==> config.mk <==
export PLATFORM = sky130hd
export DESIGN_NAME = dm_bus_arbiter_flat
export DESIGN_NICKNAME = d
export VERILOG_FILES = /design/src/rtl/dm_arb_pkg.sv /design/src/rtl/dm_bus_arbiter_if.sv /design/src/rtl/dm_arb_grant.sv /design/src/rtl/dm_bus_arbiter.sv /design/src/flat_wrapper.sv
export SDC_FILE = /design/constraint.sdc
export NUM_CORES = 1
export LEC_CHECK = 0
export ABC_CLOCK_PERIOD_IN_PS = 3850
export CAP_MARGIN = 20
export CELL_PAD_IN_SITES_DETAIL_PLACEMENT = 1
export CELL_PAD_IN_SITES_GLOBAL_PLACEMENT = 1
export CORE_MARGIN = 8
export CORE_UTILIZATION = 19
export CTS_CLUSTER_DIAMETER = 120
export DETAILED_ROUTE_END_ITERATION = 10
export PLACE_DENSITY_LB_ADDON = 0.1
export SKIP_LAST_GASP = 1
export SLEW_MARGIN = 20
export SYNTH_ARGS = -nofsm -noshare
export SYNTH_HDL_FRONTEND = slang
export SYNTH_SLANG_ARGS = --single-unit
==> constraint.sdc <==
create_clock -name clk -period 3.85 [get_ports clk]
set_clock_uncertainty 0.05 [all_clocks]
set_input_delay 0.5775 -clock clk [delete_from_list [all_inputs] [get_ports clk]]
set_output_delay 0.5775 -clock clk [all_outputs]
set_load 0.1 [all_outputs]
==> src/rtl/dm_arb_pkg.sv <==
// Shared types for the data-memory arbiter: owner encoding,
// the no-write byte-enable value and word alignment.
package dm_arb_pkg;

    typedef enum logic [1:0] {
        OWN_IDLE = 2'd0,
        OWN_CPU  = 2'd1,
        OWN_DMA  = 2'd2
    } owner_e;

    localparam logic [3:0]  BYTEEN_NONE = 4'b0000;
    localparam logic [31:0] WORD_MASK   = 32'hffff_fffc;

    function automatic logic [31:0] word_align(input logic [31:0] addr);
        return addr & WORD_MASK;
    endfunction

endpackage

==> src/rtl/dm_bus_arbiter_if.sv <==
// Bus bundle between the CPU port, the DMA port, the arbiter and
// the data memory. slave = arbiter view, master = requesters + memory.
interface dm_bus_arbiter_if;

    logic        cpu_req;
    logic [31:0] cpu_addr;
    logic [31:0] cpu_wdata;
    logic [3:0]  cpu_byteen;
    logic [31:0] cpu_rdata;
    logic        cpu_stall;

    logic        dma_req;
    logic        dma_lock;
    logic [31:0] dma_addr;
    logic [31:0] dma_wdata;
    logic [3:0]  dma_byteen;
    logic        dma_gnt;
    logic [31:0] dma_rdata;
    logic        dma_rvalid;

    logic [31:0] mem_addr;
    logic [31:0] mem_wdata;
    logic [3:0]  mem_byteen;
    logic [31:0] mem_rdata;

    modport slave (
        input  cpu_req, cpu_addr, cpu_wdata, cpu_byteen,
        output cpu_rdata, cpu_stall,
        input  dma_req, dma_lock, dma_addr, dma_wdata, dma_byteen,
        output dma_gnt, dma_rdata, dma_rvalid,
        output mem_addr, mem_wdata, mem_byteen,
        input  mem_rdata
    );

    modport master (
        output cpu_req, cpu_addr, cpu_wdata, cpu_byteen,
        input  cpu_rdata, cpu_stall,
        output dma_req, dma_lock, dma_addr, dma_wdata, dma_byteen,
        input  dma_gnt, dma_rdata, dma_rvalid,
        input  mem_addr, mem_wdata, mem_byteen,
        output mem_rdata
    );

endinterface

==> src/rtl/dm_arb_grant.sv <==
// Combinational grant decision for the data-memory arbiter.
// At most one of gnt_cpu/gnt_dma is ever high.
module dm_arb_grant
    import dm_arb_pkg::*;
#(
    parameter int BURST_MAX  = 4,
    parameter int STARVE_MAX = 3
) (
    input  logic                                cpu_req,
    input  logic                                dma_req,
    input  owner_e                              owner,
    input  logic                                lock_q,
    input  logic [$clog2(BURST_MAX+1)-1:0]      burst_cnt,
    input  logic [$clog2(STARVE_MAX+1)-1:0]     starve_cnt,
    input  logic                                rr_dma,
    output logic                                gnt_cpu,
    output logic                                gnt_dma
);

    localparam int BW = $clog2(BURST_MAX + 1);
    localparam int SW = $clog2(STARVE_MAX + 1);
    localparam logic [BW-1:0] BMAX = BW'(BURST_MAX);
    localparam logic [SW-1:0] SMAX = SW'(STARVE_MAX);

    logic forced;
    logic hold;
    logic dma_win;

    // A full burst yields exactly one slot to the CPU; the lock survives it.
    always_comb begin
        forced  = lock_q && (burst_cnt >= BMAX);
        hold    = lock_q && (burst_cnt < BMAX) && (owner != OWN_IDLE);
        dma_win = !forced && (hold || (starve_cnt >= SMAX) || rr_dma);
        gnt_cpu = cpu_req && !(dma_req && dma_win);
        gnt_dma = dma_req && !gnt_cpu;
    end

endmodule

==> src/rtl/dm_bus_arbiter.sv <==
// Data-memory port arbiter: CPU M-stage vs DMA/debug loader.
// Define DM_ARB_RR_EN for round-robin contention instead of CPU priority.
module dm_bus_arbiter
    import dm_arb_pkg::*;
#(
    parameter int BURST_MAX  = 4,
    parameter int STARVE_MAX = 3
) (
    input  logic            clk,
    input  logic            reset,
    dm_bus_arbiter_if.slave bus
);

    localparam int BW = $clog2(BURST_MAX + 1);
    localparam int SW = $clog2(STARVE_MAX + 1);
    localparam logic [BW-1:0] BMAX = BW'(BURST_MAX);

    owner_e          owner;
    owner_e          owner_nxt;
    logic            lock_q;
    logic [BW-1:0]   burst_cnt;
    logic [SW-1:0]   starve_cnt;
    logic [31:0]     rdata_q;
    logic            rvalid_q;
    logic            rr_dma;
    logic            cpu_req_g;
    logic            dma_req_g;
    logic            gnt_cpu;
    logic            gnt_dma;

    // Nothing is granted while reset is held, so no write leaks through.
    assign cpu_req_g = bus.cpu_req && !reset;
    assign dma_req_g = bus.dma_req && !reset;

    dm_arb_grant #(
        .BURST_MAX  (BURST_MAX),
        .STARVE_MAX (STARVE_MAX)
    ) u_grant (
        .cpu_req    (cpu_req_g),
        .dma_req    (dma_req_g),
        .owner      (owner),
        .lock_q     (lock_q),
        .burst_cnt  (burst_cnt),
        .starve_cnt (starve_cnt),
        .rr_dma     (rr_dma),
        .gnt_cpu    (gnt_cpu),
        .gnt_dma    (gnt_dma)
    );

`ifdef DM_ARB_RR_EN
    logic rr_q;

    always_ff @(posedge clk) begin
        if (reset) begin
            rr_q <= 1'b0;
        end else if (cpu_req_g && dma_req_g) begin
            rr_q <= gnt_cpu;
        end
    end

    assign rr_dma = rr_q;
`else
    assign rr_dma = 1'b0;
`endif

    always_comb begin
        owner_nxt      = OWN_IDLE;
        bus.mem_addr   = '0;
        bus.mem_wdata  = '0;
        bus.mem_byteen = BYTEEN_NONE;
        unique case (1'b1)
            gnt_cpu: begin
                owner_nxt      = OWN_CPU;
                bus.mem_addr   = word_align(bus.cpu_addr);
                bus.mem_wdata  = bus.cpu_wdata;
                bus.mem_byteen = bus.cpu_byteen;
            end
            gnt_dma: begin
                owner_nxt      = OWN_DMA;
                bus.mem_addr   = word_align(bus.dma_addr);
                bus.mem_wdata  = bus.dma_wdata;
                bus.mem_byteen = bus.dma_byteen;
            end
            default: ;
        endcase
    end

    assign bus.cpu_rdata  = gnt_cpu ? bus.mem_rdata : '0;
    assign bus.cpu_stall  = bus.cpu_req && !gnt_cpu;
    assign bus.dma_gnt    = gnt_dma;
    assign bus.dma_rdata  = rdata_q;
    assign bus.dma_rvalid = rvalid_q;

    always_ff @(posedge clk) begin
        if (reset) begin
            owner      <= OWN_IDLE;
            lock_q     <= 1'b0;
            burst_cnt  <= '0;
            starve_cnt <= '0;
            rdata_q    <= '0;
            rvalid_q   <= 1'b0;
        end else begin
            owner <= owner_nxt;

            if (gnt_dma) begin
                lock_q <= bus.dma_lock;
            end else if (!bus.dma_req) begin
                lock_q <= 1'b0;
            end

            if (gnt_dma && bus.dma_lock) begin
                if (burst_cnt < BMAX) begin
                    burst_cnt <= burst_cnt + 1'b1;
                end
            end else begin
                burst_cnt <= '0;
            end

`ifdef DM_ARB_RR_EN
            starve_cnt <= '0;
`else
            if (gnt_dma) begin
                starve_cnt <= '0;
            end else if (bus.dma_req && (starve_cnt < SW'(STARVE_MAX))) begin
                starve_cnt <= starve_cnt + 1'b1;
            end
`endif

            rvalid_q <= gnt_dma && (bus.dma_byteen == BYTEEN_NONE);
            if (gnt_dma && (bus.dma_byteen == BYTEEN_NONE)) begin
                rdata_q <= bus.mem_rdata;
            end
        end
    end

endmodule
==> src/flat_wrapper.sv <==
// flat-port wrapper written by rule: the top's interface ports become plain ports
module dm_bus_arbiter_flat import dm_arb_pkg::*;
#(
    parameter int BURST_MAX  = 4,
    parameter int STARVE_MAX = 3
)
  (clk, reset, bus_cpu_req, bus_cpu_addr, bus_cpu_wdata, bus_cpu_byteen, bus_cpu_rdata, bus_cpu_stall, bus_dma_req, bus_dma_lock, bus_dma_addr, bus_dma_wdata, bus_dma_byteen, bus_dma_gnt, bus_dma_rdata, bus_dma_rvalid, bus_mem_addr, bus_mem_wdata, bus_mem_byteen, bus_mem_rdata);
  dm_bus_arbiter_if bus_i ();
  input  logic clk;
  input  logic reset;
  input wire logic [$bits(bus_i.cpu_req)-1:0] bus_cpu_req;
  input wire logic [$bits(bus_i.cpu_addr)-1:0] bus_cpu_addr;
  input wire logic [$bits(bus_i.cpu_wdata)-1:0] bus_cpu_wdata;
  input wire logic [$bits(bus_i.cpu_byteen)-1:0] bus_cpu_byteen;
  output wire logic [$bits(bus_i.cpu_rdata)-1:0] bus_cpu_rdata;
  output wire logic [$bits(bus_i.cpu_stall)-1:0] bus_cpu_stall;
  input wire logic [$bits(bus_i.dma_req)-1:0] bus_dma_req;
  input wire logic [$bits(bus_i.dma_lock)-1:0] bus_dma_lock;
  input wire logic [$bits(bus_i.dma_addr)-1:0] bus_dma_addr;
  input wire logic [$bits(bus_i.dma_wdata)-1:0] bus_dma_wdata;
  input wire logic [$bits(bus_i.dma_byteen)-1:0] bus_dma_byteen;
  output wire logic [$bits(bus_i.dma_gnt)-1:0] bus_dma_gnt;
  output wire logic [$bits(bus_i.dma_rdata)-1:0] bus_dma_rdata;
  output wire logic [$bits(bus_i.dma_rvalid)-1:0] bus_dma_rvalid;
  output wire logic [$bits(bus_i.mem_addr)-1:0] bus_mem_addr;
  output wire logic [$bits(bus_i.mem_wdata)-1:0] bus_mem_wdata;
  output wire logic [$bits(bus_i.mem_byteen)-1:0] bus_mem_byteen;
  input wire logic [$bits(bus_i.mem_rdata)-1:0] bus_mem_rdata;
  assign bus_i.cpu_req = bus_cpu_req;
  assign bus_i.cpu_addr = bus_cpu_addr;
  assign bus_i.cpu_wdata = bus_cpu_wdata;
  assign bus_i.cpu_byteen = bus_cpu_byteen;
  assign bus_cpu_rdata = bus_i.cpu_rdata;
  assign bus_cpu_stall = bus_i.cpu_stall;
  assign bus_i.dma_req = bus_dma_req;
  assign bus_i.dma_lock = bus_dma_lock;
  assign bus_i.dma_addr = bus_dma_addr;
  assign bus_i.dma_wdata = bus_dma_wdata;
  assign bus_i.dma_byteen = bus_dma_byteen;
  assign bus_dma_gnt = bus_i.dma_gnt;
  assign bus_dma_rdata = bus_i.dma_rdata;
  assign bus_dma_rvalid = bus_i.dma_rvalid;
  assign bus_mem_addr = bus_i.mem_addr;
  assign bus_mem_wdata = bus_i.mem_wdata;
  assign bus_mem_byteen = bus_i.mem_byteen;
  assign bus_i.mem_rdata = bus_mem_rdata;
  dm_bus_arbiter #(.BURST_MAX(BURST_MAX), .STARVE_MAX(STARVE_MAX)) u_core (.clk(clk), .reset(reset), .bus(bus_i));
endmodule
==> summary.md <==
| Metric | Value |
|---|---|
| VDD IR max | `0.1752 mV` |
| Postcts setup bufs | `0` |
| Total CTS buffers | `5` |
| Mapped Cells | `299` |
| WHS Path Cells | `2` |
| Max-slew violation count | `0` |
| Register area share after synthesis | `0.3043` |
| CP Capture Type | `output port` |
| Largest net degree at the start of global routing | `70` |
| Avg WL per Cell | `23.33 um` |
| R2r setup slk | `1510 ps` |
| Yosys top cell area share | `0.3043` |
| DPL Wire Length | `15.29 mm` |
| Drt drc | `0` |
| Ranking of synthesized cells by area | `dfxtp_1, a22o_1, nand2b_1` |
| Reg clk slew, reported paths | `60 ps` |
| Final setup violation count | `0` |
| RePlAce Congestion | `0.8625` |
| Register-to-Register Path Depth | `7` |
| Die height | `135.2 um` |
| Hold wc startpoint | `u_core.bus.dma_rdata[2]` |
| Post-synth top cells | `a22o_1, nand2b_1, dfxtp_1` |
| Fin crit period | `3176 ps` |
| # diodes | `0` |
| Max-capacitance violation count | `0` |
| RSZ-0062 raised after global routing | `no` |
| Initial DRC Count | `148` |
| CTS Buffer Depth | `2` |
| Worst skew pair latency | `280 ps` |
| CP Launch Type | `input port` |
| Port bufs | `301` |
| Crit path arrival time | `2550 ps` |
| Final hold slack | `425.9 ps` |
| Layout area overhead | `161.6%` |
| Router iterations before antenna repair | `4` |
| CP Data Required Time | `3220 ps` |
| Pwr/cell area | `314.2 nW/um2` |
| Syn avg cell area | `9.022 um2` |
| TritonCTS clock tree | `built` |
| Routed Antenna Nets | `0` |
| Share of cells above drive strength 1 | `0.2082` |
| Syn Std Cell Area | `2698 um2` |
| Num rows | `43` |
| Root buf cell | `clkbuf_16` |
| Worst Setup Path Type | `input port to output port` |
| Yosys warns | `0` |
| Unique masters post-synth | `26` |
| Routed wire length | `17.87 mm` |
| Die W | `135.2 um` |
| Hold Buf Count CTS | `0` |
| CP max FO | `37` |
| Dominant cell type by area after synthesis | `dfxtp_1` |
| Count leader, synth | `a22o_1` |
| Global-route wire length before repair | `25.83 mm` |
| Hold EP | `u_core.bus.dma_rdata[2]` |
| Initial Utilization | `0.1943` |
| Setup crit start | `bus_cpu_req` |
| Top_reg_cell synth | `dfxtp_1` |
| Slew headroom | `0.2470` |
| Critical R2R Launch | `u_core.starve_cnt[1]` |
| HP Class | `flip-flop to flip-flop` |
| Vias in the first global route | `3,781` |
| Tcrit/Tclk final | `0.8249` |
| FF+latch count, synth | `41` |
| Die ar. | `18,270 um2` |
| Fin. Hold Viols | `0` |
| Core area | `13,880 um2` |
| Initial antenna violation count | `3` |
| Achievable frequency | `314.9 MHz` |
| Post-synth EDFFs | `0` |
| Worst r2r dst | `u_core.bus.dma_rdata[23]` |
| Via density | `4.544` |
| Clock tree sinks | `41` |
| Via count | `3,481` |
| Leakage power | `2.983 nW` |
| Setup_tns | `0 ps` |
| H-tree depth | `2` |
| Top-level port count | `308` |
| Total gr overflow | `0` |
| Nets@finish | `760` |
| Tot GR Track Use | `0.1873` |
| Ys async rst share | `0` |
| Slew @ Worst Pin | `1126 ps` |
| PostCTS Resize Cnt | `0` |
| Outcome | `finished, final reports clean` |
==> final cells by class <==
class / instances / area, um2
fillers: 1481 / 6823
repair buffers: 308 / 4099
multi-input cells: 227 / 1748
flip-flops and latches: 41 / 820.8
well taps: 180 / 225.2
clock buffers: 7 / 152.6
inverters: 2 / 7.507
clock inverters: 1 / 5.005
==> through the flow <==
stage / util / setup WS (ps) / cells / cell area (um2) / total power [W]
after floorplan: - / 697.9 / 300 / 2701 / 0.001185
after global placement: 0.4971 / 668.7 / 758 / 6900 / 0.001780
after global routing: 0.5085 / 495.3 / 766 / 7058 / 0.002292
final: 0.5085 / 674.2 / 766 / 7058 / 0.002218
after detailed placement: 0.4971 / 657.0 / 758 / 6900 / 0.001794
after CTS: 0.5085 / 640.2 / 766 / 7058 / 0.002248
==> sequential cells by signal, summed over array words and instances, names as in the netlist <==
signal,cells
u_core.bus.dma_rdata,32
u_core.burst_cnt,3
u_core.owner,2
u_core.starve_cnt,2
u_core.bus.dma_rvalid,1
u_core.lock_q,1
==> worst max-delay path, cell delays in order <==
cell             delay (ps)
clkdlybuf4s50_1         500
nor3b_2                 320
a21oi_1                 220
o31ai_4                 200
buf_12                  280
a22o_1                  230
buf_12                  190
==> cells in the final DEF, fill, tap and decap left out, types with 3 or more instances in the layout <==
master / instances
a21oi_1: 3
a22o_1: 67
and2_1: 32
buf_12: 103
buf_4: 4
clkbuf_16: 5
clkdlybuf4s50_1: 200
dfxtp_1: 41
mux2i_1: 34
nand2_1: 3
nand2b_1: 65
nor2_1: 7
==> kinds of logic (layout without fill, tap and decap cells) <==
| group | count (synthesis) | count (layout) | share of synthesized area |
|---|---|---|---|
| compound gates | 75 | 75 | 0.2416 |
| simple gates | 113 | 113 | 0.2597 |
| xor+xnor | 1 | 1 | 0.003247 |
| fa+ha+maj | 2 | 2 | 0.009275 |
| mux | 34 | 34 | 0.1262 |
| flops | 41 | 41 | 0.3043 |
| other cells | 1 | 2 | 0.001390 |
| buf+inv | 32 | 318 | 0.05427 |
==> where the power goes <==
group | switching [W] | total, W | internal [W]
registers | 0.00000237 | 0.000432 | 0.000429
logic | 0.000815 | 0.00134 | 0.000529
clock network | 0.000168 | 0.000442 | 0.000274
total | 0.000985 | 0.00222 | 0.00123
==> metal layers <==
layer  track usage  wire length (um)
met2        0.3301              8883
met1        0.1933              6580
met5             0                33
met3       0.08494              1944
met4       0.06231               431
==> worst max-delay path by stage <==
stage	endpoint	slack, ps	cells after the start
3_5_place_dp	bus_mem_addr[25]	660	7
6_report	bus_mem_wdata[15]	670	7
3_3_place_gp	bus_mem_wdata[15]	670	7
4_1_cts	bus_mem_wdata[5]	640	7
5_1_grt	bus_mem_wdata[5]	500	7
2_1_floorplan	bus_cpu_stall	700	5
No activity file was read; power rests on OpenSTA's default activity.
